<file path="config.mk">
export PLATFORM = sky130hd
export DESIGN_NAME = instr_fetch_flat
export DESIGN_NICKNAME = d
export VERILOG_FILES = /design/src/rtl/cpu_pkg.sv /design/src/rtl/instr_fetch_if.sv /design/src/rtl/instr_fetch.sv /design/src/flat_wrapper.sv
export SDC_FILE = /design/constraint.sdc
export NUM_CORES = 1
export LEC_CHECK = 0
export CAP_MARGIN = 10
export CORE_ASPECT_RATIO = 0.75
export CORE_MARGIN = 5
export CORE_UTILIZATION = 41
export CTS_CLUSTER_DIAMETER = 100
export DETAILED_ROUTE_END_ITERATION = 16
export GPL_TIMING_DRIVEN = 0
export PLACE_DENSITY = 0.8
export RECOVER_POWER = 100
export REMOVE_ABC_BUFFERS = 1
export SETUP_SLACK_MARGIN = 0.4
export SLEW_MARGIN = 15
export SYNTH_ARGS = -nofsm -noshare
export SYNTH_HDL_FRONTEND = slang
export SYNTH_SLANG_ARGS = --single-unit
</file>
<file path="constraint.sdc">
create_clock -name clk -period 2.92 [get_ports clk]
set_input_delay 0.438 -clock clk [delete_from_list [all_inputs] [get_ports clk]]
set_output_delay 0.438 -clock clk [all_outputs]
set_load 0.01 [all_outputs]
</file>
<file path="src/rtl/cpu_pkg.sv">
// Shared CPU-side definitions: datapath width, PC step and the fetch FSM
// state type used by the instruction fetch stage.
package cpu_pkg;

   localparam int unsigned INSTR_W = 32;
   localparam logic [31:0] PC_INC  = 32'd4;

   typedef enum logic [1:0] {
      FETCH   = 2'd0,
      MEM     = 2'd1,
      PRESENT = 2'd2
   } fetch_state_t;

endpackage

</file>
<file path="src/rtl/instr_fetch_if.sv">
// Bundle between the fetch stage, the CPU and the instruction memory.
// The slave side is the fetch stage; the master side is everything around it.
interface instr_fetch_if
   import cpu_pkg::*;
#(
   parameter int unsigned ADDR_W = 10
) ();

   logic               cpu_waiting;
   logic               branch_valid;
   logic [31:0]        branch_target;
   logic               imem_rd;
   logic [ADDR_W-1:0]  imem_addr;
   logic [INSTR_W-1:0] imem_rdata;
   logic [INSTR_W-1:0] instr;
   logic               instr_valid;
   logic [31:0]        pc;

   modport slave (
      input  cpu_waiting,
      input  branch_valid,
      input  branch_target,
      input  imem_rdata,
      output imem_rd,
      output imem_addr,
      output instr,
      output instr_valid,
      output pc
   );

   modport master (
      output cpu_waiting,
      output branch_valid,
      output branch_target,
      output imem_rdata,
      input  imem_rd,
      input  imem_addr,
      input  instr,
      input  instr_valid,
      input  pc
   );

endinterface

</file>
<file path="src/rtl/instr_fetch.sv">
// Instruction fetch stage: owns the PC, reads a synchronous imem and presents
// one instruction at a time to the CPU, with branch redirect from execute.
module instr_fetch
   import cpu_pkg::*;
#(
   parameter int unsigned ADDR_W   = 10,
   parameter logic [31:0] RESET_PC = 32'h0
) (
   input  logic          clk,
   input  logic          rst,
   instr_fetch_if.slave  bus
);

   fetch_state_t       state_q, state_d;
   logic [31:0]        pc_q, pc_d;
   logic [INSTR_W-1:0] instr_q, instr_d;
   logic               valid_q, valid_d;

   // Branch overrides every state; in MEM it also drops the returning word.
   always_comb begin
      state_d = state_q;
      pc_d    = pc_q;
      instr_d = instr_q;
      valid_d = valid_q;
      if (bus.branch_valid) begin
         pc_d    = {bus.branch_target[31:2], 2'b00};
         valid_d = 1'b0;
         state_d = FETCH;
      end else begin
         unique case (state_q)
            FETCH: state_d = MEM;
            MEM: begin
               instr_d = bus.imem_rdata;
               valid_d = 1'b1;
               state_d = PRESENT;
            end
            PRESENT: begin
               if (valid_q && bus.cpu_waiting) begin
                  pc_d    = pc_q + PC_INC;
                  valid_d = 1'b0;
                  state_d = FETCH;
               end
            end
            default: state_d = FETCH;
         endcase
      end
   end

   always_ff @(posedge clk) begin
      if (rst) begin
         state_q <= FETCH;
         pc_q    <= RESET_PC;
         instr_q <= '0;
         valid_q <= 1'b0;
      end else begin
         state_q <= state_d;
         pc_q    <= pc_d;
         instr_q <= instr_d;
         valid_q <= valid_d;
      end
   end

   // Read strobe is a decode of the state register, held off during reset.
   assign bus.imem_rd     = (state_q == FETCH) && !rst;
   assign bus.imem_addr   = pc_q[ADDR_W+1:2];
   assign bus.instr       = instr_q;
   assign bus.instr_valid = valid_q;
   assign bus.pc          = pc_q;

endmodule
</file>
<file path="src/flat_wrapper.sv">
// flat-port wrapper written by rule: the top's interface ports become plain ports
module instr_fetch_flat import cpu_pkg::*;
#(
   parameter int unsigned ADDR_W   = 10,
   parameter logic [31:0] RESET_PC = 32'h0
)
  (clk, rst, bus_cpu_waiting, bus_branch_valid, bus_branch_target, bus_imem_rdata, bus_imem_rd, bus_imem_addr, bus_instr, bus_instr_valid, bus_pc);
  instr_fetch_if #(.ADDR_W(ADDR_W)) bus_i ();
  input  logic clk;
  input  logic rst;
  input wire logic [$bits(bus_i.cpu_waiting)-1:0] bus_cpu_waiting;
  input wire logic [$bits(bus_i.branch_valid)-1:0] bus_branch_valid;
  input wire logic [$bits(bus_i.branch_target)-1:0] bus_branch_target;
  input wire logic [$bits(bus_i.imem_rdata)-1:0] bus_imem_rdata;
  output wire logic [$bits(bus_i.imem_rd)-1:0] bus_imem_rd;
  output wire logic [$bits(bus_i.imem_addr)-1:0] bus_imem_addr;
  output wire logic [$bits(bus_i.instr)-1:0] bus_instr;
  output wire logic [$bits(bus_i.instr_valid)-1:0] bus_instr_valid;
  output wire logic [$bits(bus_i.pc)-1:0] bus_pc;
  assign bus_i.cpu_waiting = bus_cpu_waiting;
  assign bus_i.branch_valid = bus_branch_valid;
  assign bus_i.branch_target = bus_branch_target;
  assign bus_i.imem_rdata = bus_imem_rdata;
  assign bus_imem_rd = bus_i.imem_rd;
  assign bus_imem_addr = bus_i.imem_addr;
  assign bus_instr = bus_i.instr;
  assign bus_instr_valid = bus_i.instr_valid;
  assign bus_pc = bus_i.pc;
  instr_fetch #(.ADDR_W(ADDR_W), .RESET_PC(RESET_PC)) u_core (.clk(clk), .rst(rst), .bus(bus_i));
endmodule
</file>
==> results of run 1 <==
logic make-up (layout without fill, tap and decap cells):
| kind of cell | Yosys count | in the layout |
|---|---|---|
| adder cells (fa/ha/maj) | 1 | 1 |
| XOR/XNOR | 10 | 10 |
| AND/OR/NAND/NOR | 183 | 183 |
| buffers and inverters | 48 | 175 |
| other | 1 | 2 |
| AO/OA/AOI/OAI | 87 | 87 |
| flip-flops | 65 | 65 |
report_power, final:
group | internal, mW | switching, mW
clock | 0.483 | 0.369
combinational | 0.193 | 0.149
sequential | 0.931 | 0.0521
metal layers:
| layer | vias up | share of wire | track usage |
|---|---|---|---|
| met1 | 1597 | 0.46 | 0.281 |
| met2 | 116 | 0.47 | 0.339 |
| met3 | 20 | 0.049 | 0.0471 |
| li1 | 1648 | - | - |
| met4 | 0 | 0.023 | 0.0794 |
| met5 | - | 0 | 0 |
layout make-up:
class | count | share of cell area
clock buffers | 10 | 0.0268
clock inverters | 6 | 0.0195
inverters | 12 | 0.0103
multi-input cells | 283 | 0.334
flip-flops and latches | 65 | 0.273
well taps | 101 | 0.0266
repair buffers | 145 | 0.307
repair inverters | 2 | 0.00210
per-stage QoR:
step	setup WS [ps]	TNS [ps]	instance area [um^2]	hold slack [ps]
floorplan	591	0	2910	474
global placement	-1050	-38180	4430	441
detailed placement	-1090	-37550	4470	445
CTS	331	0	4720	456
global route	234	0	4760	471
finish	309	0	4760	452
tightest hold or removal path: cells and delay by family (launching register included):
kind | cells | cell delay (ps)
flops | 1 | 310
simple gates | 1 | 50
compound gates | 1 | 50
flip-flops by register name (all words and copies together), names as in the netlist:
name                    count
u_core.state_q              2
u_core.bus.instr           32
u_core.bus.pc              30
u_core.bus.instr_valid      1
final timing paths:
| check | startpoint | endpoint | slack, ps | cells after the start |
|---|---|---|---|---|
| max | u_core.bus.pc[2]$_SDFFE_PP0P_ | u_core.bus.pc[30]$_SDFFE_PP0P_ | 310 | 5 |
| min | u_core.bus.instr[28]$_SDFFE_PP0P_ | u_core.bus.instr[28]$_SDFFE_PP0P_ | 450 | 2 |
| max reg2reg | u_core.bus.pc[2]$_SDFFE_PP0P_ | u_core.bus.pc[30]$_SDFFE_PP0P_ | 310 | 5 |
| min reg2reg | u_core.bus.instr[28]$_SDFFE_PP0P_ | u_core.bus.instr[28]$_SDFFE_PP0P_ | 450 | 2 |
placed cells by master, fill, tap and decap left out, types with 5 or more instances in the layout:
| cell | n |
|---|---|
| a2111oi_0 | 5 |
| a211oi_1 | 13 |
| a21oi_1 | 38 |
| a311oi_1 | 9 |
| clkbuf_8 | 9 |
| clkdlybuf4s50_1 | 63 |
| dfxtp_1 | 65 |
| dlygate4sd3_1 | 74 |
| inv_1 | 11 |
| nand2_1 | 83 |
| nand3_1 | 10 |
| nand4_1 | 11 |
| nor2_1 | 29 |
| nor3_1 | 6 |
| nor4_1 | 8 |
| o21ai_0 | 6 |
| or4_1 | 10 |
| xnor2_1 | 6 |
what timing repair did:
action | CTS | global route
buffers inserted | 0 | 4
gates cloned | 2 | 0
setup endpoints to repair | 60 | 13
gates resized for setup | 8 | 4
==> metrics, run 1 <==
antenna violations before repair=0; clk_skew=around 9.8 ps; die height=85.2 um; final hold violation count=0; CP Launch Type=register; clk_lat worst skew=between 300 and 400 ps; Max Freq=0.383 GHz; Worst Path Required=approximately 3200 ps; total track usage=0.213; Pleak=1.81 nW; gr ovfl total=0; number of clock sinks=65; CTS H-tree depth=3; multiplexer area fraction after synthesis=0; unrepaired setup endpoints after global routing=false; Design Power=2.18 mW; share of cells above drive strength 1=0.0650; Seq/Total Area, Yosys=0.421; area of the multi-input gates=around 0.0016 mm^2; nets=587; CTS Buf Count=9; crit path buf inv count=0; clk slew on worst S/H paths=70 ps; max-slew headroom at the worst pin=0.185; simple-gate area share of the yosys netlist=0.285; num rows=27; count of inserted antenna diode cells=0; routability cong.=0.804; Gate Count Post-Synth=395; Post-Synth Adder-Cell Area=0.00405; most common cell in the netlist=nand2_1; CP Max Fanout=9; Compound-Gate Fraction of Synth Area=0.185; CP Cell Sequence=ha_1, nand4_1, or4_1, or4_1, and3_1; Core Footprint=0.00733 mm^2; Tightest Pin Transition=1220 ps; Crit. End Element=register; first-pass GRT wire length=15.8 mm; Synth top area share=0.421; top post-synthesis cells by area=dfxtp_1, nand2_1, a21oi_1, nor2_1, a211oi_1; CP delay by family, top=simple AND/OR/NAND/NOR gates; path type of the worst min-delay path=register to register; largest family of logic cells by synthesized area=simple AND/OR/NAND/NOR gates; number of synthesized flops with an enable pin=0; Ports=about 140; drt total wl=about 10 mm; status=finished clean; CP max-delay cell=or4_1; synthesized area per cell=around 8 um^2; Routed Antenna Nets=0; most used cell, CP=or4_1; Synth async-reset ratio=0; Finish-stage setup viols=0; die width=110 um; xor and xnor area share after synthesis=0.0283; Area Overhead vs Synth=53.8%; largest net degree at the start of global routing=37; post-detail-place hpwl=7.13 mm; #FFs+latches synth=65; die area=0.00940 mm^2; placed instance count=602; initial DRC count=184; vias in the first global route=between 3k and 4k; Finished Core Util=0.649; fin crit share=0.894; first-pass detailed-route iteration total=4; cts-stage hold buffer count=0; max-cap violations=0; sequential cell area=0.00130 mm^2; peak supply drop=0.258 mV; port buffer count=139; DRC=0; Non-Filler Instances=624; Yosys top cell by area=dfxtp_1; Post-synth top cells=nand2_1, dfxtp_1, a21oi_1; CTS tree=built; synthesized area=0.00309 mm^2; Distinct cells, synth=42; Synth Warn #=0; power density of the placed cells=458 mW/mm^2; slowest stage delay, CP=690 ps; Final Critical Period=roughly 2600 ps; drt wl/cell=16.3 um; CTS Buffer Depth=2; Vias/cell=5.42; max-slew violations=0; crit path DAT=2860 ps; starting density of the core=0.422; Filler Cells Inserted=640; critical path class=register to register; clock root cell=clkbuf_8; via count=between 3k and 4k; top_reg_cell synth=dfxtp_1
Note: power is estimated with default switching activity, not from simulation.
==> run 2, diff against run 1 <==
==> constraint.sdc (replaced) <==
create_clock -name clk -period 2.92 [get_ports clk]
set_input_delay 0.438 -clock clk [delete_from_list [all_inputs] [get_ports clk]]
set_output_delay 0.438 -clock clk [all_outputs]
set_load 0.005 [all_outputs]
==> results of run 2 <==
The final DEF is identical to that of run 1. Status: finished clean.
Main changes from that run: total power 2.18 mW -> 2.16 mW
